## src/rtl/updown_gray_counter_pkg.sv

```systemverilog
// Shared constants for the up/down binary+Gray counter.
package updown_gray_counter_pkg;

  // Direction encoding on the A input.
  localparam logic UP   = 1'b1;
  localparam logic DOWN = 1'b0;

  // Limit behaviour selected by the SATURATE parameter.
  localparam int WRAP = 0;
  localparam int SAT  = 1;

  // Smallest and largest supported counter widths.
  localparam int MIN_WIDTH = 2;
  localparam int MAX_WIDTH = 16;

endpackage : updown_gray_counter_pkg

```

## src/rtl/updown_gray_counter_bin2gray.sv

```systemverilog
// Purely combinational binary-to-reflected-Gray converter.
module bin2gray #(
  parameter int WIDTH = 3
) (
  input  logic [WIDTH-1:0] bin,
  output logic [WIDTH-1:0] gray
);

  // Each Gray bit is the XOR of a binary bit and its next-higher neighbour;
  // the MSB passes straight through because the shifted-in bit is zero.
  assign gray = bin ^ (bin >> 1);

endmodule : bin2gray

```

## src/rtl/updown_gray_counter.sv

```systemverilog
// Up/down counter with synchronous load, registered binary and Gray
// outputs, a combinational terminal-count flag and a one-cycle wrap pulse.
//
// Control semantics (no handshake): every rising clck edge is one step.
// Priority on an edge is rst, then ld, then en, then hold. tc is a pure
// function of the current q, en and A and says "the next enabled step in
// this direction crosses a limit". wrap is high for exactly the cycle that
// follows a step that crossed a limit in wrap mode; any other edge clears it.
module updown_gray_counter
  import updown_gray_counter_pkg::*;
#(
  parameter int WIDTH    = 3,
  parameter int SATURATE = WRAP
) (
  input  logic             clck,
  input  logic             rst,
  input  logic             en,
  input  logic             A,
  input  logic             ld,
  input  logic [WIDTH-1:0] d,
  output logic [WIDTH-1:0] q,
  output logic [WIDTH-1:0] g,
  output logic             tc,
  output logic             wrap
);

  // Incrementer and decrementer results, carrying one extra bit so the
  // carry/borrow out can flag a limit crossing without a separate compare.
  logic [WIDTH:0]   inc_full;
  logic [WIDTH:0]   dec_full;
  logic             carry_out;
  logic             borrow_out;
  logic             limit_hit;

  // Next-state values for the registers.
  logic [WIDTH-1:0] next_q;
  logic [WIDTH-1:0] next_g;
  logic             next_wrap;

  // Arithmetic for both directions, WIDTH-bit unsigned with an extra MSB.
  always_comb begin
    inc_full   = {1'b0, q} + {{WIDTH{1'b0}}, 1'b1};
    dec_full   = {1'b0, q} - {{WIDTH{1'b0}}, 1'b1};
    carry_out  = inc_full[WIDTH];
    borrow_out = dec_full[WIDTH];
    limit_hit  = (A == UP) ? carry_out : borrow_out;
  end

  // Terminal count: only meaningful while counting is enabled.
  assign tc = en & limit_hit;

  // Next-state selection below reset: load beats count, count beats hold.
  always_comb begin
    next_q    = q;
    next_wrap = 1'b0;
    if (ld) begin
      next_q    = d;
      next_wrap = 1'b0;
    end else if (en) begin
      if (limit_hit && (SATURATE == SAT)) begin
        // Pinned at the limit; stay put and never signal a wrap.
        next_q    = q;
        next_wrap = 1'b0;
      end else begin
        next_q    = (A == UP) ? inc_full[WIDTH-1:0] : dec_full[WIDTH-1:0];
        next_wrap = limit_hit;
      end
    end
  end

  // Gray code of the value about to be registered, so g and q move together.
  bin2gray #(
    .WIDTH(WIDTH)
  ) u_bin2gray (
    .bin  (next_q),
    .gray (next_g)
  );

  // Single register block for q, g and wrap; reset has top priority.
  always_ff @(posedge clck) begin
    if (rst) begin
      q    <= '0;
      g    <= '0;
      wrap <= 1'b0;
    end else begin
      q    <= next_q;
      g    <= next_g;
      wrap <= next_wrap;
    end
  end

endmodule : updown_gray_counter
```

## config.mk

```make
export PLATFORM = sky130hd
export DESIGN_NAME = updown_gray_counter
export DESIGN_NICKNAME = d
export VERILOG_FILES = /design/src/rtl/updown_gray_counter_pkg.sv /design/src/rtl/updown_gray_counter_bin2gray.sv /design/src/rtl/updown_gray_counter.sv
export SDC_FILE = /design/constraint.sdc
export NUM_CORES = 1
export LEC_CHECK = 0
export CORE_AREA = 2 2 39 41
export CTS_BUF_LIST = sky130_fd_sc_hd__clkbuf_4
export DETAILED_ROUTE_END_ITERATION = 16
export DIE_AREA = 0 0 41 43
export GPL_ROUTABILITY_DRIVEN = 0
export GPL_TIMING_DRIVEN = 0
export PLACE_DENSITY_LB_ADDON = 0.2
export SLEW_MARGIN = 25
export SYNTH_ARGS = -nofsm -noshare
export SYNTH_HDL_FRONTEND = slang
export SYNTH_SLANG_ARGS = --single-unit
export TNS_END_PERCENT = 1
```

## constraint.sdc

```tcl
create_clock -name clck -period 2.3 [get_ports clck]
set_input_delay 0.23 -clock clck [delete_from_list [all_inputs] [get_ports clck]]
set_output_delay 0.23 -clock clck [all_outputs]
set_load 0.1 [all_outputs]
```

* Yosys cells after proc, flatten, opt, wreduce, memory -nomap -nowiden
Index checks and enable logic that the tools add are counted.
** Operators by class
- $add $sub $neg :: 2
- Multiply operators :: 0
- Divide/modulo/power cells :: 0
- Order comparisons :: 0
- Equal/unequal tests :: 0
- Shift-type cells :: 0
- Multiplexer cells :: 4
- Bitwise operators :: 3
- Reductions and logical operators :: 1
** Operator list (number)
- 3-bit 2-to-1 mux :: 3
- 3-bit by 1-bit adder with 4-bit output, second input constant :: 1
- 3-bit by 1-bit subtractor with 4-bit output, second input constant :: 1
- 3-bit OR reduction :: 1
- 3-bit by 2-bit bitwise XOR with 3-bit output :: 1
- 1-bit bitwise AND :: 1
- 1-bit 2-to-1 mux :: 1
- 1-bit inverter :: 1
** Storage, ports and cells
- Bits in registers :: 7
- Latch bits :: 0
- Bits in writable memories :: 0
- Bits in read-only memories :: 0
- Output and inout port bits :: 8
- Word-level logic and storage cells :: 13
- Memories :: 0

* Logic depth before layout (Yosys ltp)
- Depth after elaboration :: 5
- Depth in mapped cells :: 6

* Cells and area by module
From an unflattened synthesis, not the netlist that was laid out.
** Second synthesis, totals
- Cells, all modules :: 40
- Area total of the unflattened synthesis :: 370.4 µm²
** By module, submodules not included
- updown_gray_counter :: times used 1, cells an instance 37, area an instance 345.3 µm², sequential area each 140.1 µm²
- bin2gray :: times used 1, cells an instance 3, area an instance 25.0 µm², sequential area each 0.0 µm²

* Worst setup path before layout
OpenSTA, ideal clock, no wires.
- Path type :: reg-to-reg
- From :: register q[0]
- To :: register wrap
- Data arrival time :: 2.503 ns
- Required time :: 2.226 ns
- Path slack :: -0.277 ns
- Cell stages (with the launch flop) :: 4
- Buffers on the path :: 0
- Period minus slack after synthesis :: 2.577 ns
- Path through :: dfxtp_1 > or4_1 > a21boi_2 > nor3b_2
** On the way
- Cells in the longest elaborated chain, start to end :: 2
** RTL lines
- start, declared :: RTL line updown_gray_counter.sv:21 : output logic [WIDTH-1:0] q,
- start signal, assigned :: RTL line updown_gray_counter.sv:86 : q <= next_q;
- 3-bit by 1-bit subtractor with 4-bit output or 3-bit by 1-bit adder with 4-bit output (tied branches) :: RTL line updown_gray_counter.sv:43, updown_gray_counter.sv:42
- 1-bit 2-to-1 mux * :: RTL line updown_gray_counter.sv:46 : limit_hit = (A == UP) ? carry_out : borrow_out;
- end signal, assigned :: RTL line updown_gray_counter.sv:88 : wrap <= next_wrap;
- end, declared :: RTL line updown_gray_counter.sv:24 : output logic wrap
Mark *: on every way between the ends. The rest lies on a longest branch, timed or not.
A chain may end at the register's enable or synchronous reset.

* Worst setup path after layout
- From :: input port A
- To :: output port tc
** On the way
- Cells in the longest elaborated chain, start to end :: 2
** RTL lines
- start, declared :: RTL line updown_gray_counter.sv:18 : input logic A,
- 1-bit 2-to-1 mux :: RTL line updown_gray_counter.sv:46
- 1-bit bitwise AND :: RTL line updown_gray_counter.sv:50 : assign tc = en & limit_hit;
- end, declared :: RTL line updown_gray_counter.sv:23 : output logic tc,
Every way passes these cells.

==> impl_metrics.json <==
{
  "rsz0062_at_grt": "false",
  "rr_worst_depth": 6,
  "multiInputGateArea_um2": 214.0,
  "drc_errors": 0,
  "io_pins": 16,
  "final_nets": 64,
  "min_to": "q[1]",
  "hold_buffers": 0,
  "clk_pin_slew_ps": 50,
  "mostFrequentLayoutCells": "14 x clkdlybuf4s50_1, 4 x nor2b_1, 4 x dfxtp_1",
  "initial_utilization": 0.2468,
  "finalClockSkew_ps": 3.907,
  "ys_types": 19,
  "power.density_nw_per_um2": 728.0,
  "cts_sinks": 6,
  "root_buffer": "clkbuf_4",
  "routed_via_density": 4.412,
  "synth_nets": 44,
  "coreArea_um2": 1384,
  "grt_use_met1": 0.1003,
  "crit_path_end_kind": "output pin",
  "grt_max_degree": 8,
  "cp-start-kind": "input port",
  "whs_ps": 596.1,
  "ff2ff_setup_slack_ps": 650,
  "worstMarginPinSlew_ps": 964.0,
  "netlist_area_um2": 341.6,
  "p_total_mw": 0.3926,
  "cap_violations": 0,
  "syn_avg_cell_area_um2": 10.05,
  "critPathMaxFanout": 4,
  "clock_latency_ps": 240,
  "use_met2": 0.1406,
  "cts_buffer_depth": 2,
  "worstPathRequired_ps": 2070,
  "grt.overflow.total": 0,
  "n_antenna_cell": 0,
  "drt_iter0_markers": 0,
  "hpwl_um": 531.5,
  "setup_viol_count_final": 0,
  "routed_wl_um": 645,
  "fin_crit_ps": 2165,
  "grt_busiest_layer": "met2",
  "fmax_ghz": 0.4618,
  "cts_tree": "yes",
  "rr_startpoint": "q[0]",
  "seq_area_frac_synth": 0.3516,
  "synth_seq_cells": 6,
  "leakagePower_nw": 0.2193,
  "areaGrowthSynthToFinish_pct": 57.88,
  "hold_depth": 2,
  "grt_usage": 0.09457,
  "yosysWarnings": 0,
  "r2r_end": "g[1]",
  "antenna_left": 0,
  "placed_area_um2": 521.8,
  "antenna_found_initial": 0,
  "finalHoldViolations": 0,
  "port_buffers": 15,
  "design.die.area_um2": 1763,
  "final_area_um2": 539.3,
  "run_status": "completed",
  "cp-startpoint": "A",
  "grt_pass1_wl_um": 1090,
  "grt_pass1_vias": 292,
  "min_from": "q[1]",
  "tns_ps": 0,
  "critical_path_class": "in2out",
  "avgRoutedWirePerCell_um": 9.485,
  "min_path_type": "reg2reg",
  "vias": 300,
  "die_x_um": 41,
  "drive_above_1_share": 0.2308,
  "fillCellCount": 153,
  "worst_ep_arrival_time_ps": 1940,
  "period_share": 0.9415,
  "cts-buffers-inserted": 3,
  "peakVddDrop_mv": 0.3361,
  "first_pass_iters": 1,
  "seq_area_um2": 122.6,
  "utilization": 0.3897,
  "met3_usage": 0.03141,
  "slew_headroom": 0.3553,
  "die_h_um": 43,
  "final_common_cell": "clkdlybuf4s50_1",
  "maxSlewViolCount": 0,
  "syn_inst": 34,
  "htree_levels": 1,
  "fp-row-count": 14
}
-- cells in the mapped netlist --
cell type,count,area [um2]
dfxtp_1,6,120.1
nor2b_1,4,25.02
mux2i_1,3,30.03
nor2_1,3,11.26
ha_1,2,25.02
inv_1,2,7.510
xnor2_1,2,17.52
a21boi_2,1,11.26
a221oi_2,1,15.01
a22oi_1,1,7.510
and2_1,1,6.260
buf_4,1,7.510
mux2_2,1,11.26
nand4_1,1,6.260
nor2_2,1,6.260
nor3b_2,1,12.51
o21ai_0,1,5.000
or4_1,1,7.510
xor2_1,1,8.760
-- registers in the layout, indices dropped and copies added, names as in the netlist --
signal  count
wrap        1
q           3
g           2
-- worst max-delay path, stage by stage --
cell and delay, ps:
clkdlybuf4s50_1 490, or4_1 600, a21boi_4 170, buf_2 440
-- stage by stage --
step,std cells,setup slack [ps]
after floorplan,34,52.21
after global placement,65,-580.9
after detailed placement,65,-583.3
after CTS,68,9.758
after global routing,68,73.90
final,68,134.7
-- layer usage --
| metal | part of all wire | vias up | routed length, um |
|---|---|---|---|
| met5 | 0 | - | 0 |
| met4 | 0.012 | 0 | 8 |
| met3 | 0.065 | 2 | 42 |
| met2 | 0.46 | 10 | 299 |
| met1 | 0.46 | 134 | 295 |
| li1 | - | 154 | - |
-- report_power, final --
group / internal (mW) / switching, mW / total (mW)
logic: 0.0549 / 0.119 / 0.174
clock network: 0.0589 / 0.0363 / 0.0953
registers: 0.115 / 0.00855 / 0.123
-- worst max-delay path by stage --
stage	cells past startpoint	endpoint	slack, ps
2_1_floorplan	3	wrap	50
3_3_place_gp	4	tc	-580
3_5_place_dp	4	tc	-580
4_1_cts	4	tc	10
5_1_grt	4	tc	70
6_report	4	tc	130
-- kinds of logic after synthesis --
logic type	Yosys count	synth area share
AOI/OAI and AO/OA	4	0.1135
xor gates and xnor gates	3	0.07694
adders and majority gates	2	0.07325
buffers and inverters	3	0.04397
DFF	6	0.3517
muxes	4	0.1209
and+or+nand+nor	12	0.2198
-- repair_timing --
item / in CTS / in global routing
resized for setup: 4 / 1
endpoints found under the hold margin: 0 / 0
setup endpoints to repair: 1 / 1
buffers inserted: 0 / 0
-- cell type report --
| cell class | count | area share |
|---|---|---|
| multi-input combinational | 25 | 0.3968 |
| timing repair buffer | 15 | 0.2691 |
| sequential | 6 | 0.2274 |
| clock buffer | 3 | 0.04176 |
| tap | 16 | 0.03712 |
| buffer | 1 | 0.01392 |
| inverter | 2 | 0.01392 |
No activity file was read; power rests on OpenSTA's default activity.
